$ cat src/rtl/alu_ctrl_stage.sv
// alu_ctrl_stage: one-entry pipeline register decoding RV32I instructions into ALU controls
module alu_ctrl_stage (
  input  logic        clk,
  input  logic        rst_n,
  input  logic        in_valid,
  output logic        in_ready,
  input  logic [31:0] instr,
  input  logic        flush,
  output logic        out_valid,
  input  logic        out_ready,
  output logic [2:0]  alu_control,
  output logic        alu_src_imm,
  output logic        branch,
  output logic        branch_inv,
  output logic        illegal,
  output logic [7:0]  illegal_cnt
);
  logic [6:0] op, f7;
  logic [2:0] f3, f3_alu, d_alu;
  logic       d_imm, d_br, d_inv, d_ill, f7z, accept;
  assign op       = instr[6:0];
  assign f3       = instr[14:12];
  assign f7       = instr[31:25];
  assign f7z      = f7 == 7'd0;
  assign in_ready = !out_valid | out_ready;
  assign accept   = in_valid & in_ready & !flush;
  // funct3 to ALU op for register/immediate arithmetic (f3 011 is rejected separately)
  always_comb begin
    f3_alu = 3'b000;
    case (f3)
      3'b001: f3_alu = 3'b111;
      3'b010: f3_alu = 3'b101;
      3'b100: f3_alu = 3'b100;
      3'b101: f3_alu = 3'b110;
      3'b110: f3_alu = 3'b011;
      3'b111: f3_alu = 3'b010;
      default: f3_alu = 3'b000;
    endcase
  end
  // opcode decode; illegal entries force every control field to zero
  always_comb begin
    d_alu = 3'b000;
    d_imm = 1'b0;
    d_br  = 1'b0;
    d_inv = 1'b0;
    d_ill = 1'b0;
    case (op)
      7'b0110011: begin
        d_ill = !((f7z && f3 != 3'b011) || (f7 == 7'b0100000 && f3 == 3'b000));
        d_alu = instr[30] ? 3'b001 : f3_alu;
      end
      7'b0010011: begin
        d_ill = f3 == 3'b011 || ((f3 == 3'b001 || f3 == 3'b101) && !f7z);
        d_alu = f3_alu;
        d_imm = 1'b1;
      end
      7'b0000011, 7'b0100011, 7'b0110111, 7'b0010111, 7'b1101111: d_imm = 1'b1;
      7'b1100111: begin
        d_ill = f3 != 3'b000;
        d_imm = 1'b1;
      end
      7'b1100011: begin
        d_ill = f3[1];
        d_br  = 1'b1;
        d_inv = f3[0];
        d_alu = f3[2] ? 3'b101 : 3'b001;
      end
      default: d_ill = 1'b1;
    endcase
    if (d_ill) {d_alu, d_imm, d_br, d_inv} = '0;
  end
  // stage register: flush beats accept, accept beats consume, otherwise hold
  always_ff @(posedge clk or negedge rst_n) begin
    if (!rst_n) begin
      out_valid   <= 1'b0;
      alu_control <= 3'b000;
      alu_src_imm <= 1'b0;
      branch      <= 1'b0;
      branch_inv  <= 1'b0;
      illegal     <= 1'b0;
      illegal_cnt <= 8'd0;
    end else if (flush) begin
      out_valid <= 1'b0;
    end else if (accept) begin
      out_valid   <= 1'b1;
      alu_control <= d_alu;
      alu_src_imm <= d_imm;
      branch      <= d_br;
      branch_inv  <= d_inv;
      illegal     <= d_ill;
      illegal_cnt <= illegal_cnt + {7'd0, d_ill && illegal_cnt != 8'hff};
    end else if (out_ready) begin
      out_valid <= 1'b0;
    end
  end
endmodule

$ cat config.mk
export PLATFORM = sky130hd
export DESIGN_NAME = alu_ctrl_stage
export DESIGN_NICKNAME = d
export VERILOG_FILES = /design/src/rtl/alu_ctrl_stage.sv
export SDC_FILE = /design/constraint.sdc
export NUM_CORES = 1
export LEC_CHECK = 0
export BUFFER_PORTS_ARGS = -buffer_cell sky130_fd_sc_hd__buf_2
export CORE_MARGIN = 4
export CORE_UTILIZATION = 45
export CTS_CLUSTER_DIAMETER = 80
export DETAILED_ROUTE_END_ITERATION = 7
export PLACE_DENSITY_LB_ADDON = 0.08
export SLEW_MARGIN = 25
export SYNTH_ARGS = -nofsm -noshare
export SYNTH_HDL_FRONTEND = slang
export SYNTH_SLANG_ARGS = --single-unit
$ cat constraint.sdc
create_clock -name clk -period 3.4 [get_ports clk]
set_input_delay 0.17 -clock clk [delete_from_list [all_inputs] [get_ports clk]]
set_output_delay 0.17 -clock clk [all_outputs]
set_load 0.005 [all_outputs]
Word-level counts from Yosys, hierarchy flattened
Index checks and enable logic that the tools add are counted.
{"block": "classes", "n_eq_ne": 19, "muxes": 15, "reduce_logical": 18, "n_addsub": 1, "bitwise": 4}
{"op": "7-bit by 6-bit equality test with 1-bit output, second input constant", "count": 4}
{"op": "7-bit equality test, second input constant", "count": 3}
{"op": "3-bit case mux with 6 select lines", "count": 1}
{"op": "7-bit by 5-bit equality test with 1-bit output, second input constant", "count": 2}
{"op": "3-bit equality test, second input constant", "count": 4}
{"op": "1-bit two-way mux", "count": 9}
{"op": "3-bit two-way mux", "count": 3}
{"op": "3-bit case mux with 3 select lines", "count": 1}
{"op": "8-bit by 1-bit adder with 8-bit output", "count": 1}
{"op": "8-bit inequality test, second input constant", "count": 1}
{"op": "7-bit by 2-bit equality test with 1-bit output, second input constant", "count": 1}
{"op": "7-bit zero test", "count": 1}
{"op": "7-bit OR reduction", "count": 1}
{"op": "3-bit by 2-bit equality test with 1-bit output, second input constant", "count": 2}
{"op": "3-bit nonzero test", "count": 2}
{"op": "1-bit case mux with 5 select lines", "count": 1}
{"op": "5-bit OR reduction", "count": 1}
{"op": "1-bit logical AND", "count": 4}
{"op": "1-bit zero test", "count": 4}
{"op": "3-bit by 1-bit equality test with 1-bit output, second input constant", "count": 1}
{"op": "3-bit zero test", "count": 1}
{"op": "1-bit logical OR", "count": 3}
{"op": "3-bit by 2-bit inequality test with 1-bit output, second input constant", "count": 1}
{"op": "1-bit AND", "count": 2}
{"op": "3 further kinds", "count": 3}
{"block": "totals", "word_cells": 64, "ff_bits": 16, "input_bits": 37, "out_inout_bits": 17}

Depth between registers and ports, before layout
{"block": "depth", "word_depth": 7, "ltp_mapped": 9, "mapped_depth_nobuf": 9}

Least setup slack after synthesis
Ideal clock, no wire load.
{"block": "synth_timing", "kind": "input-to-reg", "from": "input instr[28]", "to": "register illegal_cnt[4]", "required_time_ns": 3.320, "setup_slack_ns": 1.399, "stages": 9, "arrival_ns": 1.921, "n_path_buf": 0, "setup_ns": 0.080, "cell_sequence": "or4_1 -> nor3_1 -> a311oi_1 -> a211oi_1 -> a31oi_1 -> ha_1 -> ha_1 -> nand4_1 -> xnor2_1"}
{"block": "synth_between", "elab_chain_len": 7, "elab_cells_between_ends": 12, "classes_between": "1 x add/sub; 1 x eq/ne; 1 x mux; 9 x reduce/logical"}
{"element": "from (decl)", "line": "7", "rtl": "input logic [31:0] instr,"}
{"element": "7-bit by 6-bit equality test with 1-bit output or 7-bit zero test (tied branches)", "line": "49, 24"}
{"element": "1-bit logical AND or 1-bit zero test (tied branches)", "line": "49, 53"}
{"element": "1-bit logical OR or 1-bit logical AND (tied branches)", "line": "49, 53"}
{"element": "1-bit zero test or 1-bit logical OR (tied branches)", "line": "49, 53"}
{"element": "1-bit case mux with 5 select lines *", "line": "47", "rtl": "case (op)"}
{"element": "1-bit logical AND *", "line": "91", "rtl": "illegal_cnt <= illegal_cnt + {7'd0, d_ill && illegal_cnt != 8'hff};"}
{"element": "8-bit by 1-bit adder with 8-bit output *", "line": "91"}
{"element": "to (signal assigned)", "line": "91"}
{"element": "to (decl)", "line": "16", "rtl": "output logic [7:0] illegal_cnt"}
Every way passes the cells marked *; elsewhere a longest branch is shown, timed or not.
A chain may end at the register's enable or synchronous reset.

Final worst setup path
{"block": "layout_timing", "from": "input instr[1]", "to": "register illegal_cnt[4]"}
{"block": "layout_between", "elab_chain_len": 5, "elab_cells_between_ends": 13, "classes_between": "1 x add/sub; 9 x eq/ne; 1 x mux; 2 x reduce/logical"}
{"element": "7-bit by 2-bit equality test with 1-bit output, or another cell as far along", "line": "47"}
{"element": "5-bit OR reduction", "line": "47"}
{"element": "1-bit case mux with 5 select lines *", "line": "47"}
{"element": "1-bit logical AND *", "line": "91"}
{"element": "8-bit by 1-bit adder with 8-bit output *", "line": "91"}
Marked as above.

==> flow_metrics.tcl <==
set metrics [dict create \
    cts_hold_buf 1 \
    start_util 0.4710 \
    vdd.ir_drop.worst_v 0.0003358 \
    firstDrtPassIters 4 \
    synth_area_leaders "dfrtp_1 44%, nand2_1 7.4%, xnor2_1 6.7%" \
    drt.antenna.violating_nets 0 \
    num_antenna_cells 0 \
    finalNetCount 181 \
    cts.sinks 16 \
    hold_path_class "in -> reg" \
    place.gp.congestion 0.7672 \
    maxSlewViolCount 0 \
    vias 876 \
    route.detailed.drc 0 \
    yosysMostFrequentCell "nand2_1" \
    grt_pass1_wl_mm 3.298 \
    synth_xor_area_frac 0.06703 \
    synthArstFlopShare 1.000 \
    portBuffers 38 \
    antenna_found_initial 0 \
    synth_top_family_by_area "simple AND/OR/NAND/NOR gates" \
    cts_tree "yes" \
    drt_iter0_markers 25 \
    cts_root_buffer "clkbuf_4" \
    place_hpwl_mm 1.589 \
    cts_setup_buffers 0 \
    setup_violations 0 \
    cts.repair.resized 0 \
    clk_latency_ns 0.28 \
    io_pins 54 \
    chipWidth_um 53.09 \
    crit_path_end_kind "flop" \
    grt_start_max_net_pins 17 \
    synth_top_cell_area_share 0.4378 \
    synth-compound-area-share 0.1833 \
    tightest_slew_ns 0.7649 \
    power_density_mw_per_mm2 398.3 \
    core_area_sq_mm 0.001942 \
    synth_edf_count 0 \
    synth_area_sq_um 914.6 \
    tns_ns 0 \
    row_count 16 \
    outcome "finished, final reports clean" \
    path_clk_slew_ns 0.09 \
    avgSynthCellArea_sq_um 9.239 \
    cts_buffers 3 \
    ys_seq_area_frac 0.4378 \
    yosys.area_share.simple 0.2681 \
    path_class "in -> reg" \
    leakage_nw 0.5654 \
    syn-instance-count 99 \
    p_int_mw 0.3188 \
    fin_crit_ns 2.086 \
    synthMuxAreaShare 0 \
    syn2layout_area_growth_pct 27.63 \
    synth_area_leader_cell "dfrtp_1" \
    seqPwrFrac 0.540 \
    dieArea_sq_mm 0.002818 \
    synth_ff_type "dfrtp_1" \
    pwr-share-comb 0.249 \
    ys_seq_elements 16 \
    required_ns 3.57 \
    rsz0062_at_grt "no" \
    switching_share 0.3145 \
    placed_area_sq_mm 0.001135 \
    p_sw_mw 0.1463 \
    multi_input_area_sq_um 499.2 \
    timing.fmax_mhz 479.5 \
    timing.slew.headroom 0.4890 \
    fillers 193 \
    routed_wl_mm 2.017 \
    yosys.area_share.adder 0.02736 \
    hold_violations 0 \
    htree_levels 1 \
    cp-start-kind "input port" \
    die_h_um 53.09 \
    max-clock-path-buffers 2 \
    synth_top_cells_by_count "18 x nand2_1, 16 x dfrtp_1, 9 x o21ai_0" \
    overflow 0 \
    design_area_sq_mm 0.001167 \
    skew_ns 0.002103 \
    cap_viol_max_count 0 \
    synth_nets 138 \
    synth.distinct_cells 32 \
    p_clk_frac 0.211 \
    crit_arrival_ns 2.26 \
    drive_gt1_frac 0.3143 \
    avgViaCountPerCell 5.246 \
    avgRoutedWirePerCell_um 12.08 \
    synth_warnings 0 \
    track_usage 0.1576 \
    first_global_vias 730 \
    critical_path.max_fanout 6 \
    regArea_sq_um 400.4 \
    finalCritPeriodShare 0.6134 \
]
## power by group through the flow
stage                     clock [mW]  combinational [mW]  sequential (mW)
after floorplan                    0              0.0542            0.254
after global placement             0               0.115            0.255
after detailed placement           0               0.117            0.255
after CTS                      0.104               0.119            0.251
after global routing           0.111               0.133            0.258
final                         0.0982               0.116            0.251
## per-layer routing
metal  up-vias  wire [um]  GRT usage
met5         -          0          0
met4         0         17    0.02553
met3         4        134    0.04789
met2        24        868     0.2273
met1       401        997     0.2332
li1        447          -          -
## critical path: stages
cell,delay [ns]
buf_2,0.07
nand2_1,0.13
or4_1,0.50
a311oi_1,0.37
a211oi_1,0.16
a31oi_1,0.18
ha_1,0.19
ha_1,0.21
nand4_1,0.12
xnor2_1,0.16
## sequential cells by signal, indices dropped and copies added, names as in the netlist
signal / flops
illegal_cnt: 8
alu_src_imm: 1
branch_inv: 1
illegal: 1
alu_control: 3
branch: 1
out_valid: 1
## cells in the final DEF (no fill, tap or decap), drive strengths merged, types with 3 or more instances in the layout
cell type / Yosys / layout
buf: 0 / 38
nand2: 18 / 18
dfrtp: 16 / 16
o21ai: 9 / 9
xnor2: 7 / 7
nor2: 5 / 5
nand3: 4 / 4
nor2b: 3 / 3
inv: 3 / 3
clkbuf: 1 / 3
## path summary, 6_finish.rpt
kind | from | to | slack, ns | depth (start not counted)
min reg2reg | branch | branch | 0.48 | 2
min | flush | out_valid | 0.05 | 2
max | instr[1] | illegal_cnt[4] | 1.31 | 10
max reg2reg | out_valid | illegal_cnt[5] | 1.55 | 5
min in group asynchronous | rst_n | branch | 0.32 | 2
max in group asynchronous | rst_n | illegal | 2.82 | 2
## cells by family after synthesis
family                   after synthesis
adder cells (fa/ha/maj)                2
AND/OR/NAND/NOR                       47
AO/OA/AOI/OAI                         23
flip-flops                            16
XOR/XNOR                               7
buffers and inverters                  4
## layout make-up
type | count | share of cell area
clock buffers | 3 | 0.01929
inverters | 3 | 0.009646
multi-input cells | 79 | 0.4277
flip-flops and latches | 16 | 0.3430
well taps | 27 | 0.02894
repair buffers | 39 | 0.1715
## through the flow
| stage | hold WS [ns] | power, mW | setup slack (ns) | cells | util |
|---|---|---|---|---|---|
| floorplan | -0.1256 | 0.3084 | 1.399 | 99 | - |
| global placement | 0.1007 | 0.3696 | 1.029 | 163 | 0.5844 |
| detailed placement | 0.1023 | 0.3722 | 1.026 | 163 | 0.5844 |
| CTS | 0.04847 | 0.4734 | 1.332 | 167 | 0.6012 |
| global route | 0.05241 | 0.5026 | 1.230 | 167 | 0.6012 |
| finish | 0.05464 | 0.4650 | 1.314 | 167 | 0.6012 |
(Power assumes the default switching activity.)
